[config.mk]
export PLATFORM = sky130hd
export DESIGN_NAME = hid_event_hub
export DESIGN_NICKNAME = d
export VERILOG_FILES = /design/src/rtl/hid_pkg.sv /design/src/rtl/hid_chan_fifo.sv /design/src/rtl/hid_event_hub.sv
export SDC_FILE = /design/constraint.sdc
export NUM_CORES = 1
export LEC_CHECK = 0
export BUFFER_PORTS_ARGS = -buffer_cell sky130_fd_sc_hd__buf_4
export CAP_MARGIN = 25
export CORE_MARGIN = 3
export CORE_UTILIZATION = 55
export DETAILED_ROUTE_END_ITERATION = 6
export MAX_ROUTING_LAYER = met4
export PLACE_DENSITY_LB_ADDON = 0.08
export SLEW_MARGIN = 20
export SYNTH_ARGS = -nofsm -noshare
export SYNTH_HDL_FRONTEND = slang
export SYNTH_SLANG_ARGS = --single-unit
[constraint.sdc]
create_clock -name msoc_clk -period 4.71 [get_ports msoc_clk]
set_input_delay 0 -clock msoc_clk [delete_from_list [all_inputs] [get_ports msoc_clk]]
set_output_delay 0 -clock msoc_clk [all_outputs]
set_load 0.01 [all_outputs]
[src/rtl/hid_pkg.sv]
// Shared types and constants for the HID event hub: event layout, bus word map, STATUS/DATA bit positions.
package hid_pkg;

  // One captured scan event: break flag above the 8-bit scan code.
  typedef struct packed {
    logic       released;
    logic [7:0] code;
  } hid_event_t;

  // Each channel owns two consecutive words; CTRL sits right after the last channel.
  localparam int WORDS_PER_CHAN  = 2;
  localparam int WORD_DATA_OFS   = 0;
  localparam int WORD_STATUS_OFS = 1;

  // STATUS fields.
  localparam int STAT_EMPTY_BIT = 16;
  localparam int STAT_FULL_BIT  = 17;
  localparam int STAT_OVF_BIT   = 18;
  localparam int STAT_FLUSH_BIT = 20;

  // DATA word flag marking a valid popped entry.
  localparam int DATA_VALID_BIT = 63;

  // Word index of CTRL for a given channel count.
  function automatic int ctrl_word(input int nchan);
    return WORDS_PER_CHAN * nchan;
  endfunction

endpackage

[src/rtl/hid_chan_fifo.sv]
// Per-channel synchronous event FIFO with flush and overflow reporting.
// Pops on an empty FIFO are ignored, so an empty FIFO never falls through.
module hid_chan_fifo
  import hid_pkg::*;
#(
  parameter  int DEPTH = 16,
  localparam int AW    = $clog2(DEPTH),
  localparam int CW    = $clog2(DEPTH + 1)
) (
  input  logic          clk,
  input  logic          srst,
  input  logic          push,
  input  logic          pop,
  input  logic          flush,
  input  hid_event_t    din,
  output hid_event_t    dout,
  output logic [CW-1:0] count,
  output logic          empty,
  output logic          full,
  output logic          ovf_set
);

  hid_event_t    mem [DEPTH];
  logic [AW-1:0] wr_ptr_q, wr_ptr_d;
  logic [AW-1:0] rd_ptr_q, rd_ptr_d;
  logic [CW-1:0] count_q, count_d;
  logic          do_push, do_pop;

  assign empty = (count_q == '0);
  assign full  = (count_q == CW'(DEPTH));
  assign count = count_q;
  assign dout  = mem[rd_ptr_q];

  // A pop frees a slot in the same cycle, so a full FIFO still accepts a push alongside it.
  // Flush discards a concurrent push without counting it as an overflow.
  assign do_pop  = pop & ~empty;
  assign do_push = push & ~flush & (~full | do_pop);
  assign ovf_set = push & ~flush & full & ~do_pop;

  // Next pointer/count state; flush overrides any concurrent push or pop.
  always_comb begin
    wr_ptr_d = wr_ptr_q;
    rd_ptr_d = rd_ptr_q;
    count_d  = count_q;
    if (flush) begin
      wr_ptr_d = '0;
      rd_ptr_d = '0;
      count_d  = '0;
    end else begin
      if (do_push) wr_ptr_d = wr_ptr_q + AW'(1);
      if (do_pop)  rd_ptr_d = rd_ptr_q + AW'(1);
      case ({do_push, do_pop})
        2'b10:   count_d = count_q + CW'(1);
        2'b01:   count_d = count_q - CW'(1);
        default: count_d = count_q;
      endcase
    end
  end

  // Pointer and count registers.
  always_ff @(posedge clk) begin
    if (srst) begin
      wr_ptr_q <= '0;
      rd_ptr_q <= '0;
      count_q  <= '0;
    end else begin
      wr_ptr_q <= wr_ptr_d;
      rd_ptr_q <= rd_ptr_d;
      count_q  <= count_d;
    end
  end

  // Entry storage; contents need no reset because the pointers define validity.
  always_ff @(posedge clk) begin
    if (do_push) mem[wr_ptr_q] <= din;
  end

endmodule

[src/rtl/hid_event_hub.sv]
// Multi-channel HID event hub: per-channel FIFOs behind a 64-bit word-addressed bus window.
// Optional feature macro: HID_IRQ_EN builds the CTRL irq-enable register and the level interrupt;
// without it CTRL reads 0 and hid_irq is tied low.
module hid_event_hub
  import hid_pkg::*;
#(
  parameter int NCHAN = 2,
  parameter int DEPTH = 16
) (
  input  logic               msoc_clk,
  input  logic               rst,
  input  logic [NCHAN-1:0]   scan_ready,
  input  logic [8*NCHAN-1:0] scan_code,
  input  logic [NCHAN-1:0]   scan_released,
  input  logic               hid_en,
  input  logic [7:0]         hid_be,
  input  logic [7:0]         hid_addr,
  input  logic [63:0]        hid_wrdata,
  output logic [63:0]        hid_rddata,
  output logic               hid_irq
);

  localparam int CW = $clog2(DEPTH + 1);

  logic [4:0]                  word;
  logic                        rd_acc, wr_acc;
  logic [NCHAN-1:0]            scan_ready_q, scan_ready_d;
  logic [NCHAN-1:0]            push, pop, flush, ovf_clr, ovf_set;
  logic [NCHAN-1:0]            empty, full;
  logic [NCHAN-1:0]            ovf_q, ovf_d;
  logic [NCHAN-1:0]            ie;
  hid_event_t [NCHAN-1:0]      din, dout;
  logic [NCHAN-1:0][CW-1:0]    count;
  logic [63:0]                 rd_word;
  logic [63:0]                 rddata_q, rddata_d;
  logic                        unused_ok;

  assign word   = hid_addr[7:3];
  assign rd_acc = hid_en && (hid_be == 8'h00);
  assign wr_acc = hid_en && (hid_be != 8'h00);
  assign push   = scan_ready & ~scan_ready_q;
  assign scan_ready_d = scan_ready;
  assign hid_rddata   = rddata_q;
  assign unused_ok    = ^{hid_addr[2:0], hid_wrdata};

  for (genvar gi = 0; gi < NCHAN; gi++) begin : g_chan
    localparam logic [4:0] W_DATA = 5'(WORDS_PER_CHAN * gi + WORD_DATA_OFS);
    localparam logic [4:0] W_STAT = 5'(WORDS_PER_CHAN * gi + WORD_STATUS_OFS);

    assign din[gi]     = {scan_released[gi], scan_code[8*gi +: 8]};
    assign pop[gi]     = rd_acc && (word == W_DATA) && !empty[gi];
    assign flush[gi]   = wr_acc && (word == W_STAT) && hid_be[2] && hid_wrdata[STAT_FLUSH_BIT];
    assign ovf_clr[gi] = wr_acc && (word == W_STAT) && hid_be[2] && hid_wrdata[STAT_OVF_BIT];

    hid_chan_fifo #(.DEPTH(DEPTH)) u_fifo (
      .clk     (msoc_clk),
      .srst    (rst),
      .push    (push[gi]),
      .pop     (pop[gi]),
      .flush   (flush[gi]),
      .din     (din[gi]),
      .dout    (dout[gi]),
      .count   (count[gi]),
      .empty   (empty[gi]),
      .full    (full[gi]),
      .ovf_set (ovf_set[gi])
    );
  end

  // Sticky overflow: a same-cycle set beats the W1C clear.
  assign ovf_d = (ovf_q & ~ovf_clr) | ovf_set;

  // Read mux over the word map; the read register only loads on a read access.
  always_comb begin
    rd_word = '0;
    for (int c = 0; c < NCHAN; c++) begin
      if (word == 5'(WORDS_PER_CHAN * c + WORD_DATA_OFS) && !empty[c]) begin
        rd_word[DATA_VALID_BIT] = 1'b1;
        rd_word[8:0]            = dout[c];
      end
      if (word == 5'(WORDS_PER_CHAN * c + WORD_STATUS_OFS)) begin
        rd_word[15:0]          = 16'(count[c]);
        rd_word[STAT_EMPTY_BIT] = empty[c];
        rd_word[STAT_FULL_BIT]  = full[c];
        rd_word[STAT_OVF_BIT]   = ovf_q[c];
      end
    end
    if (word == 5'(ctrl_word(NCHAN))) rd_word[NCHAN-1:0] = ie;
    rddata_d = rd_acc ? rd_word : rddata_q;
  end

  // Edge-detect history, overflow flags and read-data register.
  always_ff @(posedge msoc_clk) begin
    if (rst) begin
      scan_ready_q <= '0;
      ovf_q        <= '0;
      rddata_q     <= '0;
    end else begin
      scan_ready_q <= scan_ready_d;
      ovf_q        <= ovf_d;
      rddata_q     <= rddata_d;
    end
  end

`ifdef HID_IRQ_EN
  logic [NCHAN-1:0] ie_q, ie_d;
  logic             irq_q, irq_d;

  // CTRL irq-enable write and level interrupt from enabled non-empty channels.
  always_comb begin
    ie_d = ie_q;
    if (wr_acc && (word == 5'(ctrl_word(NCHAN))) && hid_be[0]) ie_d = hid_wrdata[NCHAN-1:0];
    irq_d = |(ie_q & ~empty);
  end

  // Interrupt enable and registered interrupt output.
  always_ff @(posedge msoc_clk) begin
    if (rst) begin
      ie_q  <= '0;
      irq_q <= 1'b0;
    end else begin
      ie_q  <= ie_d;
      irq_q <= irq_d;
    end
  end

  assign ie      = ie_q;
  assign hid_irq = irq_q;
`else
  assign ie      = '0;
  assign hid_irq = 1'b0;
`endif

endmodule

[Yosys cells after proc, flatten, opt, wreduce, memory -nomap -nowiden]
Memories as Yosys holds them, arrays and structs flattened. A register that Yosys moved wholly into a read port is not among the register bits.
Index checks and enable logic that the tools add are counted.
Operators by class
  reduce and logical (&&, ||, !) cells: 27
  equal/unequal tests: 10
  multiplexer cells: 17
  add/sub/neg operators: 8
  bitwise gates (word level): 25
Operator list (count)
  $mux W19: 2
  $pmux W5 S2: 2
  $mux W9: 2
  $add A4 B1 Y4 const B: 4
  $logic_and A1 B1 Y1: 16
  $mux W4: 4
  $logic_not A5 Y1: 3
  $add A5 B1 Y5 const B: 2
  $and A1 B1 Y1: 10
  $eq A5 B2 Y1 const B: 2
  $eq A5 B5 Y1 const B: 2
  $sub A5 B1 Y5 const B: 2
  $logic_not A8 Y1: 1
  $not A1 Y1: 8
  $reduce_bool A8 Y1: 1
  $mux W1: 6
  $eq A5 B1 Y1 const B: 1
  $eq A5 B3 Y1 const B: 1
  $and A2 B2 Y2: 2
  $eq A2 B1 Y1 const B: 2
  $eq A2 B2 Y1 const B: 2
  $not A2 Y2: 2
  $reduce_bool A2 Y1: 2
  $reduce_or A2 Y1: 2
  other kinds (4): 6
Storage, ports and cells
  input port bits: 103
  RAM bits: 288
  output and inout port bits: 65
  flip-flop bits (word level): 50
  word-level logic and storage cells: 98
  memories kept: 2
Memory list
  g_chan[0].u_fifo.mem: depth 16, bits a word 9, read ports 1, clocked after memory_dff 1, write ports 1, line hid_chan_fifo.sv:23  | hid_event_t mem [DEPTH];
  g_chan[1].u_fifo.mem: depth 16, bits a word 9, read ports 1, clocked after memory_dff 1, write ports 1, line hid_chan_fifo.sv:23

[Depth between registers and ports, before layout]
Gate-level depths: netlist of run 1.
  depth in word-level cells: 10
  mapped depth: 16

[Hierarchy]
From an unflattened synthesis of run 1, not the netlist that was laid out.
Second synthesis, totals
  cells, all modules: 824
  area total of the unflattened synthesis: 14536.4 um2
Modules (own cells, without submodules)
  hid_chan_fifo: area each 6515.0 um2, instances 2, seq. area each 4664.5 um2, cells an instance 317
  hid_event_hub: area each 1506.4 um2, instances 1, seq. area each 340.3 um2, cells an instance 190

[Least setup slack after synthesis of run 1]
Ideal clock, no wire load.
  path kind: reg-to-reg
  start point: register g_chan[1].u_fifo.count_q[1]
  end point: register g_chan[1].u_fifo.count_q[3]
  cell stages (with the launch flop): 14
  library setup time: 0.071 ns
  slack: 1.422 ns
  data arrival time: 3.217 ns
  data required time: 4.639 ns
  buffers on the path: 2
  cell sequence: dfxtp_1 -> buf_6 -> or4_4 -> o2111a_2 -> a21oi_4 -> nor2_4 -> buf_6 -> inv_1 -> ha_1 -> or3b_2 -> a21boi_0 -> nor3_1 -> or3b_2 -> a21oi_1
On the way
  word-level cells in the longest chain between the ends: 8
  elaborated cells on any way between the ends: 15
  those cells by class: add/sub (2); eq/ne (3); mux (1); bitwise (5); reduce/logical (4)
Ends and longest elaborated chain
  start, declared: line hid_chan_fifo.sv:26  | logic [CW-1:0] count_q, count_d;
  start signal, assigned: line hid_chan_fifo.sv:69  | count_q <= count_d;
  $logic_not A5 Y1: line hid_chan_fifo.sv:29  | assign empty = (count_q == '0);
  $logic_not A1 Y1: line hid_event_hub.sv:51  | assign pop[gi] = rd_acc && (word == W_DATA) && !empty[gi];
  $logic_and A1 B1 Y1: line hid_event_hub.sv:51
  $and A1 B1 Y1: line hid_chan_fifo.sv:36  | assign do_pop = pop & ~empty;
  $or A1 B1 Y1: line hid_chan_fifo.sv:37  | assign do_push = push & ~flush & (~full | do_pop);
  $and A1 B1 Y1: line hid_chan_fifo.sv:37
  $eq A2 B1 Y1 or $eq A2 B2 Y1 (tied branches): line hid_chan_fifo.sv:52  | case ({do_push, do_pop})
  $pmux W5 S2 or $reduce_bool A2 Y1 (tied branches)
Several ways; a longest one is shown, not always the timed one.
A chain may end at the register's enable or synchronous reset.

[Worst setup path after layout of run 1]
  start point: register g_chan[0].u_fifo.count_q[1]
  end point: register g_chan[0].u_fifo.count_q[3]
On the way
  word-level cells in the longest chain between the ends: 8
  elaborated cells on any way between the ends: 15
  those cells by class: add/sub (2); eq/ne (3); mux (1); bitwise (5); reduce/logical (4)
Ends and longest elaborated chain (line)
  start, declared: hid_chan_fifo.sv:26
  start signal, assigned: hid_chan_fifo.sv:69
  $logic_not A5 Y1: hid_chan_fifo.sv:29
  $logic_not A1 Y1: hid_event_hub.sv:51
  $logic_and A1 B1 Y1: hid_event_hub.sv:51
  $and A1 B1 Y1: hid_chan_fifo.sv:36
  $or A1 B1 Y1: hid_chan_fifo.sv:37
  $and A1 B1 Y1: hid_chan_fifo.sv:37
  $eq A2 B1 Y1 or $eq A2 B2 Y1 (tied branches): hid_chan_fifo.sv:52
  $pmux W5 S2 or $reduce_bool A2 Y1 (tied branches)
Several ways; a longest one is shown, not always the timed one.

==> results.md, run 1 <==
* Status: finished clean
* Vias at 7696
* DR iter-0 viols at 647
* Sequential Power Share at 52.3%
* Worst hold path stage count at 4
* I/O pin cnt at 168
* Critical path endpoint category: register
* Post-synth top area cell: edfxtp_1
* Fin crit period at 3.78 ns
* Clock Sinks at 339
* Final Cycle Share at 80.2%
* Worst EP arrival at 4.21 ns
* Setup TNS at 0 ns
* EDFF count, synth at 288
* Max VDD drop at 379 µV
* Total CTS buffers at 35
* Antenna violations before repair at 0
* Combinational share of power at 3.3%
* Detailed Place HPWL at 19300 µm
* Max Fanout on Critical Path at 11
* Primary FF master, synth: edfxtp_1
* CTS tree: yes
* Crit path buffers/inverters at 1
* Post-CTS Setup Repair Bufs at 0
* Die width at 168 µm
* Nets at 1073
* Antenna Cells at 0
* Clk_lat worst skew at 0.52 ns
* Final Max Tran Viols at 0
* Synthesis Warnings at 0
* Crit path depth at 11
* Most frequent cells in the layout: edfxtp_1 (288), mux4_2 (68), buf_4 (61)
* Crit start category: register
* Remaining DRCs at 0
* Seq/Total Area, Yosys at 67.1%
* Final count of hold timing violations at 0
* Dpl cell area at 14800 µm²
* Kind of critical path: reg -> reg
* Clock-pin slew on the worst setup and hold paths at 0.06 ns
* Max clock buf depth at 3
* Max stage delay cell, worst path: or4_4
* Total global-route track usage at 21.9%
* Unique cell type count in the Yosys netlist at 77
* Area contributors post-synth: edfxtp_1 (60%), mux4_2 (11%), dfxtp_1 (7.1%), buf_4 (3.1%), mux2i_1 (1.9%)
* PostCTS Resize Cnt at 0
* Clock Power Share at 44.3%
* Pre-CTS WS at 1.00 ns
* Worst R2R Path Depth at 11
* Int Pwr at 5.07 mW
* Net Sw Frac at 19.5%
* Slew margin rel. at 34.1%
* Worst Skew at 0.0271 ns
* Root buf cell: clkbuf_16
* Post-synth ARST share at 0%
* Unrepaired setup endpoints after global routing: no
* Drt wl/cell at 22.8 µm
* Hold WS at 0.0206 ns
* P_sw at 1.23 mW
* Core footprint at 25500 µm²
* Hold_buf cts at 30
* Commonest non-fill, non-tap cell in the layout: edfxtp_1
* Worst hold-check path type: in -> reg
* Syn avg cell area at 16.6 µm²
* Critical-path cell list: or4_4 -> o211a_1 -> a21oi_2 -> nor2_2 -> inv_1 -> ha_1 -> or3b_2 -> a21boi_0 -> nor3_1 -> or3b_2 -> a21oi_1
* Pwr per Cell Area at 386 nW/µm²
* Post-route ant nets at 0
* Max_cap viols at 0
* # rows at 58
* Critical Path RT at 5.15 ns
* Via density at 5.88
* Design area at 16300 µm²
* Largest net degree at the start of global routing at 29
* Initial cell density of the core at 56.6%
* IO Port Bufs at 50
* Synth top area share at 60.0%
* Worst Max-Slew Pin Slew at 0.987 ns
* GP Congestion at 0.864
* Total congestion overflow at 0
* Max Fclk at 265 MHz
* Vias in the first global route at 7873
* Die extent in y at 168 µm
* Share of layout cells above drive strength 1 at 21.7%
* # fillers at 1792
* Final Setup Violations at 0
* Routed wire length at 29800 µm
* Cell repeated most along the worst path: or3b_2
* Post-Syn Area at 14400 µm²
* LEAKAGE at 5.43 nW
* Global-route wire length before repair at 45900 µm
* Post-route setup slack at 0.934 ns
* Syn Inst Count at 870
* Synth Register Bits at 339
* Final Core Density at 64.1%
* CTS H-tree depth at 2
* DRT Pass-1 Iters at 7
* Top delay family on crit path: simple AND/OR/NAND/NOR gates
* CP peak stage delay at 0.57 ns
* Synth-to-layout area growth at 13.2%
* Die Footprint at 28200 µm²
-- per-stage QoR --
stage	power (mW)	std cells
detailed placement	3.55	1215
global route	6.50	1308
floorplan	3.49	921
finish	6.30	1308
CTS	6.34	1308
global placement	3.54	1214
-- kinds of logic (layout without fill, tap and decap cells) --
logic type	after synthesis	in the layout	share of synthesized area (%)
multiplexers	97	97	12.7
AO/OA/AOI/OAI	118	118	5.83
XOR/XNOR	12	12	0.729
other	1	52	0.0260
AND/OR/NAND/NOR	173	173	7.18
flip-flops	339	339	67.1
adder cells (fa/ha/maj)	18	18	1.56
buffers and inverters	112	169	4.95
-- cell usage after synthesis, drive strengths merged, types with 15 or more instances --
cell type,count
and2,15
dfxtp,51
nor2b,18
buf,84
edfxtp,288
mux4,68
mux2i,27
nor2,31
a21oi,25
a211oi,20
ha,18
o21ai,21
nand2,18
nand3,18
-- routing by layer --
metal | global-route usage [%] | wire, µm | vias up | part of all wire [%]
met5 | - | 0 | - | 0
met4 | 5.98 | 664 | 0 | 2.2
met3 | 3.10 | 1400 | 47 | 4.7
met2 | 37.1 | 15500 | 221 | 52
met1 | 28.2 | 12200 | 3909 | 41
li1 | - | - | 3519 | -
-- power groups by stage --
stage	registers, mW	logic, mW	clock network [mW]
2_1_floorplan	3.35	0.141	0
3_3_place_gp	3.36	0.180	0
6_report	3.30	0.211	2.79
4_1_cts	3.30	0.210	2.84
5_1_grt	3.30	0.232	2.97
3_5_place_dp	3.36	0.189	0
-- worst min-delay path, stage by stage --
cell	delay, ns
buf_4	0.15
o21ai_0	0.09
o221a_2	0.12
o21ai_0	0.13
-- registers in the layout (all words and copies together) (netlist names), named ones only --
| signal | count |
|---|---|
| g_chan.u_fifo.mem | 288 |
| g_chan.u_fifo.wr_ptr_q | 8 |
| scan_ready_q | 2 |
| g_chan.u_fifo.rd_ptr_q | 8 |
| ovf_q | 2 |
| hid_rddata | 13 |
| g_chan.u_fifo.count | 10 |
-- worst paths after layout --
kind / from / endpoint / slack [ns]
worst max register to register: g_chan[0].u_fifo.count[1]$_SDFFE_PP0P_ / g_chan[0].u_fifo.count[3]$_SDFFE_PP0P_ / 0.93
worst min-delay path: hid_addr[4] / hid_rddata[0]$_SDFFE_PP0N_ / 0.02
worst max-delay path: g_chan[0].u_fifo.count[1]$_SDFFE_PP0P_ / g_chan[0].u_fifo.count[3]$_SDFFE_PP0P_ / 0.93
worst min register to register: hid_rddata[6]$_SDFFE_PP0N_ / hid_rddata[6]$_SDFFE_PP0N_ / 0.48
-- final cells by class --
cell class | count | area [µm²] | area share (%)
clock buffer | 44 | 951 | 5.83
clock inverter | 19 | 228 | 1.40
tap | 330 | 413 | 2.53
sequential | 339 | 9670 | 59.3
multi-input combinational | 470 | 4230 | 25.9
timing repair buffer | 92 | 773 | 4.74
inverter | 14 | 52.6 | 0.322
(Power assumes the default switching activity.)
==> inputs of run 2 (changes only) <==
--- a/config.mk
+++ b/config.mk
@@ -5,10 +5,11 @@
 export SDC_FILE = /design/constraint.sdc
 export NUM_CORES = 1
 export LEC_CHECK = 0
+export ABC_AREA = 1
 export BUFFER_PORTS_ARGS = -buffer_cell sky130_fd_sc_hd__buf_4
 export CAP_MARGIN = 25
 export CORE_MARGIN = 3
-export CORE_UTILIZATION = 55
+export CORE_UTILIZATION = 53
 export DETAILED_ROUTE_END_ITERATION = 6
 export MAX_ROUTING_LAYER = met4
 export PLACE_DENSITY_LB_ADDON = 0.08
==> constraint.sdc (replaced) <==
create_clock -name msoc_clk -period 3.3 [get_ports msoc_clk]
set_input_delay 0 -clock msoc_clk [delete_from_list [all_inputs] [get_ports msoc_clk]]
set_output_delay 0 -clock msoc_clk [all_outputs]
set_load 0.01 [all_outputs]
==> run 2 against run 1 <==
Effect of this change: register-to-register slack got worse by 0.49 ns; synthesized cell count rose by 56%; die area rose by 5.1%; final area rose by 2.8%; core utilization fell by 2.0 points; highest routed layer unchanged.
==> results.md, run 2 <==
* Status: finished clean (unchanged)
* # rows at 60 (was 58)
* Total CTS buffers at 37 (was 35)
* Synthesis Warnings at 0 (unchanged)
* Synth Register Bits at 339 (unchanged)
* Unrepaired setup endpoints after global routing: no (unchanged)
* Final Max Tran Viols at 0 (unchanged)
* Crit path depth at 18 (was 11)
* Max Fclk at 350 MHz (was 265 MHz)
* Largest Register: g_chan.u_fifo.mem (unchanged)
* Max_cap viols at 0 (unchanged)
* Tot Pwr at 8.83 mW (was 6.30 mW)
* Antenna Cells at 0 (unchanged)
* Worst R2R Path Depth at 18 (was 11)
* Remaining DRCs at 0 (unchanged)
* Clock Sinks at 339 (unchanged)
* IO Port Bufs at 50 (unchanged)
* CP peak stage delay at 0.41 ns (was 0.57 ns)
* Reg-to-reg endpoint: g_chan[0].u_fifo.count[4]$_SDFFE_PP0P_ (was g_chan[0].u_fifo.count[3]$_SDFFE_PP0P_)
* Worst EP arrival at 3.27 ns (was 4.21 ns)
* CTS H-tree depth at 2 (unchanged)
* Critical-path cell list: nor2_1 -> nand3_1 -> nor2_1 -> nor2_4 -> nand2_2 -> nand2_2 -> nand4_4 -> ha_1 -> xor2_1 -> ha_1 -> inv_1 -> nand2_1 -> a31oi_1 -> nor2_1 -> nor2_1 -> nand2_1 -> o21ai_0 -> a21oi_1 (was or4_4 -> o211a_1 -> a21oi_2 -> nor2_2 -> inv_1 -> ha_1 -> or3b_2 -> a21boi_0 -> nor3_1 -> or3b_2 -> a21oi_1)
* Routed wire length at 32200 µm (was 29800 µm)
* Setup TNS at 0 ns (unchanged)
* Commonest non-fill, non-tap cell in the layout: edfxtp_1 (unchanged)
* Post-synth top area cell: edfxtp_1 (unchanged)
* Die extent in y at 172 µm (was 168 µm)
* Unique cell type count in the Yosys netlist at 34 (was 77)
* Clock-pin slew on the worst setup and hold paths at 0.06 ns (about the same)
* Final Setup Violations at 0 (unchanged)
* EDFF count, synth at 288 (unchanged)
* Slew margin rel. at 38.2% (was 34.1%)
* Antenna violations before repair at 0 (unchanged)
* Via density at 5.35 (was 5.88)
* Critical path endpoint: g_chan[0].u_fifo.count[4]$_SDFFE_PP0P_ (was g_chan[0].u_fifo.count[3]$_SDFFE_PP0P_)
* Critical path endpoint category: register (unchanged)
* Post-route setup slack at 0.441 ns (was 0.934 ns)
* Max VDD drop at 455 µV (was 379 µV)
* Syn Inst Count at 1361 (was 870)
* Top delay family on crit path: simple AND/OR/NAND/NOR gates (unchanged)
* Final Cycle Share at 86.6% (was 80.2%)
* Total congestion overflow at 0 (unchanged)
* Post-synth ARST share at 0% (unchanged)
* Worst Skew at 0.0166 ns (was 0.0271 ns)
* Total global-route track usage at 22.5% (was 21.9%)
* Pre-CTS WS at 0.443 ns (was 1.00 ns)
* GP Congestion at 0.853 (was 0.864)
* Max stage delay cell, worst path: dfxtp_1 (was or4_4)
* Max clock buf depth at 3 (unchanged)
* Nets at 1587 (was 1073)
* Fin crit period at 2.86 ns (was 3.78 ns)
* Max Fanout on Critical Path at 11 (unchanged)
* Die Footprint at 29600 µm² (was 28200 µm²)
* Clk_lat worst skew at 0.51 ns (was 0.52 ns)
* Reg-to-reg slack, setup at 0.44 ns (was 0.93 ns)
* Most frequent cells in the layout: edfxtp_1 (288), nand2_1 (247), nor2_1 (174) (was edfxtp_1 (288), mux4_2 (68), buf_4 (61))
* Max reg flops at 288 (unchanged)
* Dpl cell area at 15400 µm² (was 14800 µm²)
* Crit path buffers/inverters at 1 (unchanged)
* Syn avg cell area at 10.7 µm² (was 16.6 µm²)
* Seq/Total Area, Yosys at 66.1% (was 67.1%)
* Critical Path RT at 3.71 ns (was 5.15 ns)
* Pwr per Cell Area at 527 nW/µm² (was 386 nW/µm²)
* Final Core Density at 62.1% (was 64.1%)
* Primary FF master, synth: edfxtp_1 (unchanged)
* Post-CTS Setup Repair Bufs at 0 (unchanged)
* Post-Syn Area at 14600 µm² (was 14400 µm²)
* Drt wl/cell at 17.6 µm (was 22.8 µm)
* Synth cell count leaders: edfxtp_1 (288), nand2_1 (247), nor2_1 (174) (was edfxtp_1 (288), mux4_2 (68), buf_4 (59))
* I/O pin cnt at 168 (unchanged)
* Final count of hold timing violations at 0 (unchanged)
* Post-route ant nets at 0 (unchanged)
* Crit start category: register (unchanged)
* Global-route wire length before repair at 49800 µm (was 45900 µm)
* Crit Reg-Reg Startpoint: g_chan[0].u_fifo.count[0]$_SDFFE_PP0P_ (was g_chan[0].u_fifo.count[1]$_SDFFE_PP0P_)
* LEAKAGE at 6.32 nW (was 5.43 nW)
* Cell repeated most along the worst path: nor2_1 (was or3b_2)
* Core footprint at 27000 µm² (was 25500 µm²)
* Share of layout cells above drive strength 1 at 11.2% (was 21.7%)
* DRT Pass-1 Iters at 5 (was 7)
* Vias in the first global route at 9236 (was 7873)
* Synth-to-layout area growth at 14.7% (was 13.2%)
* Worst Max-Slew Pin Slew at 0.927 ns (was 0.987 ns)
* Die width at 172 µm (was 168 µm)
* Synth top area share at 59.1% (was 60.0%)
* Kind of critical path: reg -> reg (unchanged)
* Initial cell density of the core at 54.1% (was 56.6%)
* Worst hold-check path type: in -> reg (unchanged)
* Area contributors post-synth: edfxtp_1 (59%), dfxtp_1 (7.0%), nand2_1 (6.3%), nand3_1 (5.5%), nor2_1 (4.5%) (was edfxtp_1 (60%), mux4_2 (11%), dfxtp_1 (7.1%), buf_4 (3.1%), mux2i_1 (1.9%))
* Count leader, synth: edfxtp_1 (unchanged)
* Largest net degree at the start of global routing at 95 (was 29)
* Vias at 9797 (was 7696)
* Detailed Place HPWL at 20100 µm (was 19300 µm)
* CP Launch Point: g_chan[0].u_fifo.count[0]$_SDFFE_PP0P_ (was g_chan[0].u_fifo.count[1]$_SDFFE_PP0P_)
* Root buf cell: clkbuf_16 (unchanged)
* CTS tree: yes (unchanged)
* Design area at 16800 µm² (was 16300 µm²)
* DR iter-0 viols at 728 (was 647)
==> run 2: worst min path at each step <==
| stage | startpoint | to | slack (ns) | depth (start not counted) |
|---|---|---|---|---|
| after floorplan | rst | hid_rddata[0]$_SDFFE_PP0N_ | 0.07 | 1 |
| after global placement | scan_ready[0] | scan_ready_q[0]$_SDFF_PP0_ | 0.25 | 3 |
| after detailed placement | scan_ready[0] | scan_ready_q[0]$_SDFF_PP0_ | 0.26 | 3 |
| after CTS | hid_addr[6] | hid_rddata[17]$_SDFFE_PP0N_ | 0.004 | 6 |
| after global routing | hid_addr[6] | hid_rddata[17]$_SDFFE_PP0N_ | 0.04 | 6 |
| final | hid_addr[6] | hid_rddata[17]$_SDFFE_PP0N_ | 0.04 | 6 |
==> run 2: logic make-up (layout without fill, tap and decap cells) <==
| group | after synthesis | after routing | synth area share (%) |
|---|---|---|---|
| flops | 339 | 339 | 66.1 |
| fa+ha+maj | 18 | 18 | 1.54 |
| compound gates | 182 | 182 | 7.10 |
| other cells | 1 | 52 | 0.0256 |
| buf+inv | 202 | 281 | 6.73 |
| simple gates | 605 | 605 | 17.7 |
| xor+xnor | 14 | 14 | 0.838 |
==> run 2: stage by stage <==
| step | instances | hold WS, ns |
|---|---|---|
| 2_1_floorplan | 1412 | 0.0691 |
| 3_3_place_gp | 1738 | 0.250 |
| 3_5_place_dp | 1738 | 0.257 |
| 4_1_cts | 1832 | 0.00414 |
| 5_1_grt | 1832 | 0.0365 |
| 6_report | 1832 | 0.0397 |
==> run 2: area by class of cell <==
cell class	instances	area, µm²
well taps	341	427
clock buffers	51	1040
multi-input cells	871	4160
repair buffers	126	1060
inverters	91	344
fillers	2172	10200
clock inverters	13	71.3
flip-flops and latches	339	9670
==> run 2: tightest hold or removal path: cells and delay by family <==
kind / cells / cell delay [ns]
simple gates: 4 / 0.34
buf+inv: 1 / 0.09
compound gates: 1 / 0.07
==> run 2: report_power, final <==
| group | switching [mW] | total (mW) | internal [mW] |
|---|---|---|---|
| clock network | 1.58 | 3.79 | 2.21 |
| logic | 0.219 | 0.330 | 0.111 |
| registers | 0.0227 | 4.71 | 4.69 |
| total | 1.83 | 8.83 | 7.01 |
==> run 2: layer usage <==
layer | share of wire [%] | up-vias | global-route usage (%)
met5 | 0 | - | -
met4 | 2.9 | 0 | 7.39
met3 | 4.1 | 68 | 2.81
met2 | 51 | 235 | 37.7
met1 | 42 | 4683 | 28.7
li1 | - | 4811 | -
==> run 2: what timing repair did <==
action	4_1_cts	5_1_grt
hold endpoints to repair	312	0
hold buffers	30	0
gates resized for setup	0	0
==> inputs of run 3 (changes only) <==
--- a/config.mk
+++ b/config.mk
@@ -6,7 +6,7 @@
 export NUM_CORES = 1
 export LEC_CHECK = 0
 export ABC_AREA = 1
-export BUFFER_PORTS_ARGS = -buffer_cell sky130_fd_sc_hd__buf_4
+export BUFFER_PORTS_ARGS = -buffer_cell sky130_fd_sc_hd__buf_2
 export CAP_MARGIN = 25
 export CORE_MARGIN = 3
 export CORE_UTILIZATION = 53
==> run 3 against run 2 <==
Effect of this change: power rose by 0.44%; critical path type unchanged; routed wire length rose by 3.8%; first-iteration DRC count rose by 0.69%; largest cell class unchanged; sequential cell count did not move; critical endpoint unchanged.
==> results.md, run 3 (synthesis results as in run 2) <==
* CP peak stage delay at 0.43 ns (was 0.41 ns)
* Final Non-Filler Cells at 1832 (unchanged)
* Final Cycle Share at 87.1% (was 86.6%)
* Global-route wire length before repair at 51700 µm (was 49800 µm)
* Final Max Tran Viols at 0 (unchanged)
* Antenna violations before repair at 0 (unchanged)
* Reg-to-reg endpoint: g_chan[0].u_fifo.count[4]$_SDFFE_PP0P_ (unchanged)
* Hold path start: hid_addr[6] (unchanged)
* Synth-to-layout area growth at 14.0% (was 14.7%)
* Tot Pwr at 8.87 mW (was 8.83 mW)
* I/O pin cnt at 168 (unchanged)
* IO Port Bufs at 50 (unchanged)
* DR iter-0 viols at 733 (was 728)
* Sequential Power Share at 53.1% (was 53.4%)
* Worst hold-check path type: in -> reg (unchanged)
* Reg-to-reg slack, setup at 0.43 ns (was 0.44 ns)
* Core footprint at 27000 µm² (unchanged)
* Vias in the first global route at 9257 (was 9236)
* Die width at 172 µm (unchanged)
* Setup TNS at 0 ns (unchanged)
* Max stage delay cell, worst path: dfxtp_1 (unchanged)
* Pwr per Cell Area at 532 nW/µm² (was 527 nW/µm²)
* Max Fclk at 348 MHz (was 350 MHz)
* Routed wire length at 33400 µm (was 32200 µm)
* Remaining DRCs at 0 (unchanged)
* Detailed Place HPWL at 20500 µm (was 20100 µm)
* Largest net degree at the start of global routing at 84 (was 95)
* Clock Sinks at 339 (unchanged)
* Total congestion overflow at 0 (unchanged)
* Hold Path End: hid_rddata[17]$_SDFFE_PP0N_ (unchanged)
* GP Congestion at 0.855 (was 0.853)
* Slew margin rel. at 35.7% (was 38.2%)
* Final count of hold timing violations at 0 (unchanged)
* Unrepaired setup endpoints after global routing: no (unchanged)
* Critical path endpoint category: register (unchanged)
* CTS tree: yes (unchanged)
* Clk_lat worst skew at 0.51 ns (about the same)
* Initial cell density of the core at 54.1% (unchanged)
* DRT Pass-1 Iters at 5 (unchanged)
* Worst EP arrival at 3.27 ns (about the same)
* Status: finished clean (unchanged)
* Via density at 5.33 (was 5.35)
* Max reg flops at 288 (unchanged)
* Total CTS buffers at 36 (was 37)
* Int Pwr at 7.07 mW (was 7.01 mW)
* Total global-route track usage at 23.4% (was 22.5%)
* Largest Register: g_chan.u_fifo.mem (unchanged)
* Max Fanout on Critical Path at 11 (unchanged)
* Worst hold path stage count at 6 (unchanged)
* DP Cell Count at 1740 (was 1738)
* Worst Max-Slew Pin Slew at 0.963 ns (was 0.927 ns)
* Worst Skew at 0.0124 ns (was 0.0166 ns)
* Most frequent cells in the layout: edfxtp_1 (288), nand2_1 (247), nor2_1 (174) (unchanged)
* Die Footprint at 29600 µm² (unchanged)
* Crit Reg-Reg Startpoint: g_chan[0].u_fifo.count[1]$_SDFFE_PP0P_ (was g_chan[0].u_fifo.count[0]$_SDFFE_PP0P_)
* Critical-path cell list: nor2_1 -> nand3_1 -> nor2_1 -> nor2_4 -> nand2_2 -> nand2_2 -> nand4_4 -> ha_1 -> xor2_1 -> ha_1 -> inv_1 -> nand2_1 -> a31oi_1 -> nor2_1 -> nor2_1 -> nand2_1 -> o21ai_0 -> a21oi_1 (unchanged)
* Max_cap viols at 0 (unchanged)
* Root buf cell: clkbuf_16 (unchanged)
* Cell repeated most along the worst path: nor2_1 (unchanged)
* Share of layout cells above drive strength 1 at 11.1% (was 11.2%)
* Final Core Density at 61.7% (was 62.1%)
* Commonest non-fill, non-tap cell in the layout: edfxtp_1 (unchanged)
* Fin crit period at 2.87 ns (was 2.86 ns)
* Clock Power Share at 43.3% (was 42.9%)
* Clock-pin slew on the worst setup and hold paths at 0.06 ns (about the same)
* Max clock buf depth at 3 (unchanged)
* Post-CTS Setup Repair Bufs at 0 (unchanged)
* Net Sw Frac at 20.4% (was 20.7%)
* Die extent in y at 172 µm (unchanged)
* Worst R2R Path Depth at 18 (unchanged)
* Kind of critical path: reg -> reg (unchanged)
* Combinational share of power at 3.6% (was 3.7%)
* LEAKAGE at 6.31 nW (was 6.32 nW)
* Nets at 1588 (was 1587)
* Post-route ant nets at 0 (unchanged)
* Max VDD drop at 472 µV (was 455 µV)
* Crit start category: register (unchanged)
* Antenna Cells at 0 (unchanged)
* P_sw at 1.81 mW (was 1.83 mW)
* Vias at 9757 (was 9797)
* Critical Path RT at 3.69 ns (was 3.71 ns)
* Final Setup Violations at 0 (unchanged)
* Drt wl/cell at 18.2 µm (was 17.6 µm)
* Hold WS at 0.0304 ns (was 0.0397 ns)
* CTS H-tree depth at 2 (unchanged)
* # rows at 60 (unchanged)
[run 3: per-layer routing]
layer / share of wire, % / up-vias / GRT usage, %
li1: - / 4810 / -
met2: 51 / 226 / 39.7
met3: 4.2 / 50 / 2.95
met4: 2.2 / 0 / 6.70
met5: 0 / - / -
met1: 42 / 4671 / 29.9
[run 3: cell type report]
class / instances / area [µm²]
inverters: 91 / 344
flip-flops and latches: 339 / 9670
fillers: 2221 / 10300
clock inverters: 17 / 153
clock buffers: 45 / 956
well taps: 341 / 427
multi-input cells: 871 / 4160
repair buffers: 128 / 961
[run 3: power groups by stage]
stage | clock [mW] | sequential (mW) | combinational, mW
2_1_floorplan | 0 | 4.80 | 0.204
3_3_place_gp | 0 | 4.80 | 0.289
3_5_place_dp | 0 | 4.80 | 0.296
4_1_cts | 3.93 | 4.71 | 0.320
5_1_grt | 4.10 | 4.72 | 0.360
6_report | 3.84 | 4.71 | 0.319
[run 3: through the flow]
stage          cell area [µm²]  setup slack, ns
2_1_floorplan            14800            0.800
3_3_place_gp             15300            0.486
3_5_place_dp             15300            0.428
4_1_cts                  16700            0.415
5_1_grt                  16700           0.0556
6_report                 16700            0.426
[run 3: timing repair]
action / 4_1_cts / 5_1_grt
endpoints found under the hold margin: 309 / 0
resized for setup: 0 / 0
hold buffers: 30 / 0
[run 3: worst max-delay path by stage]
| stage | start | to | slack [ns] | cells past startpoint |
|---|---|---|---|---|
| floorplan | g_chan[0].u_fifo.count[1]$_SDFFE_PP0P_ | g_chan[0].u_fifo.count[4]$_SDFFE_PP0P_ | 0.80 | 18 |
| global placement | g_chan[0].u_fifo.count[0]$_SDFFE_PP0P_ | g_chan[0].u_fifo.count[4]$_SDFFE_PP0P_ | 0.49 | 18 |
| detailed placement | g_chan[0].u_fifo.count[1]$_SDFFE_PP0P_ | g_chan[0].u_fifo.count[4]$_SDFFE_PP0P_ | 0.43 | 18 |
| CTS | g_chan[0].u_fifo.count[1]$_SDFFE_PP0P_ | g_chan[0].u_fifo.count[4]$_SDFFE_PP0P_ | 0.41 | 18 |
| global route | g_chan[1].u_fifo.count[1]$_SDFFE_PP0P_ | g_chan[1].u_fifo.count[4]$_SDFFE_PP0P_ | 0.06 | 18 |
| finish | g_chan[0].u_fifo.count[1]$_SDFFE_PP0P_ | g_chan[0].u_fifo.count[4]$_SDFFE_PP0P_ | 0.43 | 18 |
[run 3: critical path, delay by kind of cell (launching register included)]
kind                       cells  cell delay [ns]
and+or+nand+nor               11             1.13
buffers and inverters          1             0.05
DFF                            1             0.43
adders and majority gates      2             0.53
xor gates and xnor gates       1             0.18
AOI/OAI and AO/OA              3             0.42
